<file path="src/rtl/if_stage.sv">
// Instruction fetch: owns the PC, runs a req/ack fetch to instruction memory and
// feeds the IF/ID register, with a one-entry skid buffer that absorbs the word returned during a stall.
module if_stage #(
  parameter logic [31:0] RESET_PC  = 32'h0000_0000,
  parameter logic [31:0] NOP_INSTR = 32'h0000_0000
) (
  input  logic        clk,
  input  logic        rst_n,
  output logic        imem_req,
  output logic [31:0] imem_addr,
  input  logic        imem_ack,
  input  logic [31:0] imem_rdata,
  input  logic        stall,
  input  logic        redirect_en,
  input  logic [31:0] redirect_pc,
  output logic [31:0] IF_ID_instr,
  output logic [31:0] IF_ID_pc4,
  output logic        IF_ID_valid,
  output logic [5:0]  Opcode
);

  typedef enum logic [1:0] {FETCH, HOLD, KILL} state_t;

  state_t      r_state;
  logic [31:0] r_pc;
  logic [31:0] r_kill_addr;
  logic        r_req;
  logic [31:0] r_instr;
  logic [31:0] r_pc4;
  logic        r_valid;
  logic [31:0] r_buf_instr;
  logic [31:0] r_buf_pc4;

  logic        w_ack;
  logic [31:0] w_pc4;
  logic [31:0] w_target;
  logic        w_unused_bits;

  // An ack only counts against a request that is actually outstanding.
  assign w_ack         = imem_ack & r_req;
  assign w_pc4         = r_pc + 32'd4;
  assign w_target      = {redirect_pc[31:2], 2'b00};
  assign w_unused_bits = ^redirect_pc[1:0];

  assign imem_req    = r_req;
  assign imem_addr   = (r_state == KILL) ? r_kill_addr : r_pc;
  assign IF_ID_instr = r_instr;
  assign IF_ID_pc4   = r_pc4;
  assign IF_ID_valid = r_valid;
  assign Opcode      = r_instr[31:26];

  always_ff @(posedge clk or negedge rst_n) begin
    if (!rst_n) begin
      r_state     <= FETCH;
      r_pc        <= RESET_PC;
      r_kill_addr <= RESET_PC;
      r_req       <= 1'b0;
      r_instr     <= NOP_INSTR;
      r_pc4       <= 32'h0;
      r_valid     <= 1'b0;
      r_buf_instr <= NOP_INSTR;
      r_buf_pc4   <= 32'h0;
    end else begin
      r_req <= 1'b1;
      if (redirect_en) begin
        r_valid     <= 1'b0;
        r_instr     <= NOP_INSTR;
        r_buf_instr <= NOP_INSTR;
        r_buf_pc4   <= 32'h0;
        r_pc        <= w_target;
        // An unacked request cannot be withdrawn; wait it out in KILL.
        if (r_req && !w_ack) begin
          if (r_state != KILL) r_kill_addr <= r_pc;
          r_state <= KILL;
        end else begin
          r_state <= FETCH;
        end
      end else begin
        case (r_state)
          FETCH: begin
            if (stall) begin
              if (w_ack) begin
                r_buf_instr <= imem_rdata;
                r_buf_pc4   <= w_pc4;
                r_pc        <= w_pc4;
                r_req       <= 1'b0;
                r_state     <= HOLD;
              end
            end else if (w_ack) begin
              r_instr <= imem_rdata;
              r_pc4   <= w_pc4;
              r_valid <= 1'b1;
              r_pc    <= w_pc4;
            end else begin
              r_instr <= NOP_INSTR;
              r_valid <= 1'b0;
            end
          end
          HOLD: begin
            if (stall) begin
              r_req <= 1'b0;
            end else begin
              r_instr     <= r_buf_instr;
              r_pc4       <= r_buf_pc4;
              r_valid     <= 1'b1;
              r_buf_instr <= NOP_INSTR;
              r_buf_pc4   <= 32'h0;
              r_state     <= FETCH;
            end
          end
          KILL: begin
            if (w_ack) r_state <= FETCH;
          end
          default: r_state <= FETCH;
        endcase
      end
    end
  end

endmodule
</file>
<file path="config.mk">
export PLATFORM = sky130hd
export DESIGN_NAME = if_stage
export DESIGN_NICKNAME = d
export VERILOG_FILES = /design/src/rtl/if_stage.sv
export SDC_FILE = /design/constraint.sdc
export NUM_CORES = 1
export LEC_CHECK = 0
export BUFFER_PORTS_ARGS = -buffer_cell sky130_fd_sc_hd__buf_2
export CELL_PAD_IN_SITES_DETAIL_PLACEMENT = 1
export CELL_PAD_IN_SITES_GLOBAL_PLACEMENT = 1
export CORE_UTILIZATION = 46
export CTS_CLUSTER_SIZE = 12
export DETAILED_ROUTE_END_ITERATION = 10
export PLACE_DENSITY = 0.81
export SYNTH_ARGS = -nofsm -noshare
export SYNTH_HDL_FRONTEND = slang
export SYNTH_SLANG_ARGS = --single-unit
</file>
<file path="constraint.sdc">
create_clock -name clk -period 3.95 [get_ports clk]
set_input_delay 0.5925 -clock clk [delete_from_list [all_inputs] [get_ports clk]]
set_output_delay 0.5925 -clock clk [all_outputs]
set_load 0.02 [all_outputs]
</file>
==> key figures <==
Timing
  • Max Slew Vio Count: 0
  • Worst Skew: 11.4 ps
  • Max_slew headroom: 0.146
  • Setup TNS Final: 0 ps
  • Worst slew pin tran: 1270 ps
  • Final Cycle Share: 0.782
  • Crit path time final: 3090 ps
  • Hold Vio Cnt, Final: 0
  • Fmax: 324 MHz
  • Final setup violation count: 0
  • RSZ-0062 raised after global routing: false

Route
  • DR pass1 iterations: 4
  • Met3 wire len: 1.14 mm
  • Drt initial violations: 384
  • Antenna-violating nets left: 0
  • Routed wl met2: 12.0 mm
  • Wire per inst: 20.1 um
  • Highest routed metal layer: met4
  • Drc violations: 0
  • Via count: 7100
  • Final WL: 25.3 mm
  • Metal1 wirelength: 11.9 mm
  • Via/cell ratio: 5.62

Clock network
  • Hold buffers post-CTS: 0
  • Maximum buffer depth of the clock tree: 2
  • Clock Tree Root: clkbuf_16
  • Worst-path clk slew: 70 ps
  • Total setup buffers inserted after CTS: 0
  • Sinks on Clock Net: 190
  • CTS tree: built
  • Post-CTS resize count: 0
  • CTS buffer count: 17
  • CTS HTree Levels: 4
  • Skew-Pair Late Insertion Delay: 450 ps

Global route
  • First-pass GRT wire length: 40.9 mm
  • Vias in the first global route: 7407
  • GR Util All Layers: 0.266
  • Initial antenna violation count: 1
  • GR Overflow Total: 0
  • Largest net degree at the start of global routing: 109

Synth
  • Number of flops mapped to enable cells by yosys: 0
  • Adder-Cell Fraction of Synth Area: 0.00140
  • Sequential-to-total area share from yosys stat: 0.530
  • FFs w/ async S/R, synth: 1.00
  • Synth Register Bits: 190
  • Ys flop type: dfrtp_1
  • Synth cell types: 50
  • Post-Syn Area: 0.00897 mm2
  • Compound-Gate Fraction of Synth Area: 0.153
  • Mux share of post-synthesis cell area: 0.0798
  • Largest family of logic cells by synthesized area: compound AO/OA/AOI/OAI gates
  • Simple-gate area share of the yosys netlist: 0.139
  • Synth Instances: 875
  • Synthesized area per cell: 10.2 um2
  • Total number of yosys warnings: 0
  • Post-synthesis xor/xnor area fraction: 0.0508

Die
  • I/O Pins: 173
  • Die H: 142 um
  • Core area: 0.0189 mm2
  • Die area: 0.0201 mm2
  • Initial cell density of the core: 0.475
  • Die W: 142 um
  • Row Count: 50

Layout
  • P&R area growth vs syn: 17.2%
  • Share of cells above drive strength 1: 0.298
  • Number of nets in the layout: 1060
  • Most common cell after layout, fill and taps aside: dfrtp_1
  • Commonest non-fill, non-tap cells in the layout: dfrtp_1, buf_2, nand2_1, o21ai_0, mux2_2
  • Ant. Diodes: 0
  • Fill cells: 2140

Power and ir drop
  • Int Power: 3.48 mW
  • Tot Pwr: 5.11 mW
  • Clk pwr share: 0.344
  • LEAKAGE: 4.88 nW
  • Net Sw Power: 1.63 mW
  • Peak supply drop: 0.000301 V
  • PwrDens: 487 mW/mm2
  • Share of power burned in registers: 0.463
  • Sw Ratio: 0.319
  • Combinational power share: 0.193

Worst setup path
  • CP Launch Type: flop
  • Crit path max fanout: 25
  • CP cell instances: nor2b_2 -> buf_4 -> mux2_2 -> buf_2
  • Worst reg2reg path endpoint: IF_ID_pc4[16]
  • Worst r2r path cells: 6
  • R2R Path Start: r_pc[2]
  • Crit Path Class: reg2out
  • CP arrival: 2500 ps
  • Worst Path Required: 3360 ps
  • Worst path max stage delay: 510 ps
  • Crit end category: primary output
  • Slowest-stage cell, CP: dfrtp_1
  • R2R Setup Slk: 1120 ps

Place
  • Buffers on Ports: 168
  • GPL Wtd Cong: 0.774
  • Detailed placer's ending HPWL: 16.5 mm

Outcome
  • Status: finished clean

Job
  • Max cap viols: 0

Hold path
  • Hold WC Path Type: in2async
layer usage:
| metal | global-route usage | vias up |
|---|---|---|
| li1 | - | 3290 |
| met1 | 0.377 | 3594 |
| met2 | 0.424 | 188 |
| met3 | 0.0486 | 28 |
| met4 | 0.0673 | 0 |
| met5 | 0 | - |
power groups by stage:
stage / Combinational, mW / Clock, mW / Sequential, mW
6_report: 0.988 / 1.76 / 2.37
2_1_floorplan: 0.553 / 0 / 2.43
3_5_place_dp: 0.988 / 0 / 2.40
4_1_cts: 0.999 / 1.78 / 2.36
3_3_place_gp: 0.962 / 0 / 2.37
5_1_grt: 1.08 / 1.86 / 2.39
cell type report:
type	count	area, um2	share of cell area
Timing Repair Buffer	182	980	0.0933
Sequential cell	190	4750	0.453
Tap cell	260	325	0.0310
Inverter	1	3.75	0.000357
Clock buffer	19	453	0.0431
Clock inverter	13	143	0.0136
Multi-Input combinational cell	598	3840	0.366
synthesized netlist by cell type, types with 4 or more instances:
master,count,area share
dfrtp_1,190,0.53
nand2_1,139,0.058
o21ai_0,114,0.064
mux2_2,60,0.075
clkbuf_1,54,0.023
a22o_1,38,0.037
a22oi_1,32,0.027
xor2_1,31,0.030
nor2_1,27,0.011
xnor2_1,21,0.021
a21oi_1,19,0.011
nor3_1,17,0.0095
buf_2,16,0.0089
nand3_1,13,0.0073
buf_4,12,0.010
and3_1,11,0.0077
nand4_1,11,0.0077
nor4_1,11,0.0077
nand2b_1,5,0.0035
o21ai_1,5,0.0028
o31a_2,5,0.0056
or2_2,5,0.0035
mux2i_1,4,0.0045
flip-flops by register name (all words and copies together) (netlist names):
name / cells
IF_ID_instr: 32
IF_ID_pc4: 31
IF_ID_valid: 1
imem_req: 1
r_buf_instr: 32
r_buf_pc4: 31
r_kill_addr: 30
r_pc: 30
r_state: 2
cell families after synthesis:
family / after synthesis
compound gates: 221
xor+xnor: 52
fa+ha+maj: 1
buf+inv: 88
flops: 190
mux: 64
other cells: 1
simple gates: 258
worst max path at each step:
stage | startpoint | endpoint | slack (ps) | depth (start not counted)
3_5_place_dp | r_pc[2] | IF_ID_pc4[22] | 1170 | 6
5_1_grt | r_state[1] | imem_addr[31] | 770 | 4
3_3_place_gp | r_pc[2] | IF_ID_pc4[22] | 1240 | 6
6_report | r_state[1] | imem_addr[31] | 860 | 4
4_1_cts | r_state[1] | imem_addr[31] | 850 | 4
2_1_floorplan | r_pc[2] | IF_ID_pc4[22] | 1710 | 7
worst max-delay path: cells and delay by family, from the launching register on:
kind | cells | cell delay (ps)
simple gates | 1 | 490
flops | 1 | 510
mux | 1 | 420
buf+inv | 2 | 620
through the flow:
stage               utilization  cells  cell area, um2  worst slack [ps]  hold slack, ps
finish                    0.556   1263           10500               861             265
floorplan                     -    876            8970              1710             297
global placement          0.524   1231            9910              1240             447
CTS                       0.556   1263           10500               853             305
detailed placement        0.524   1231            9910              1170             458
global route              0.556   1263           10500               767             333
Power figures use the tool's default switching activity.
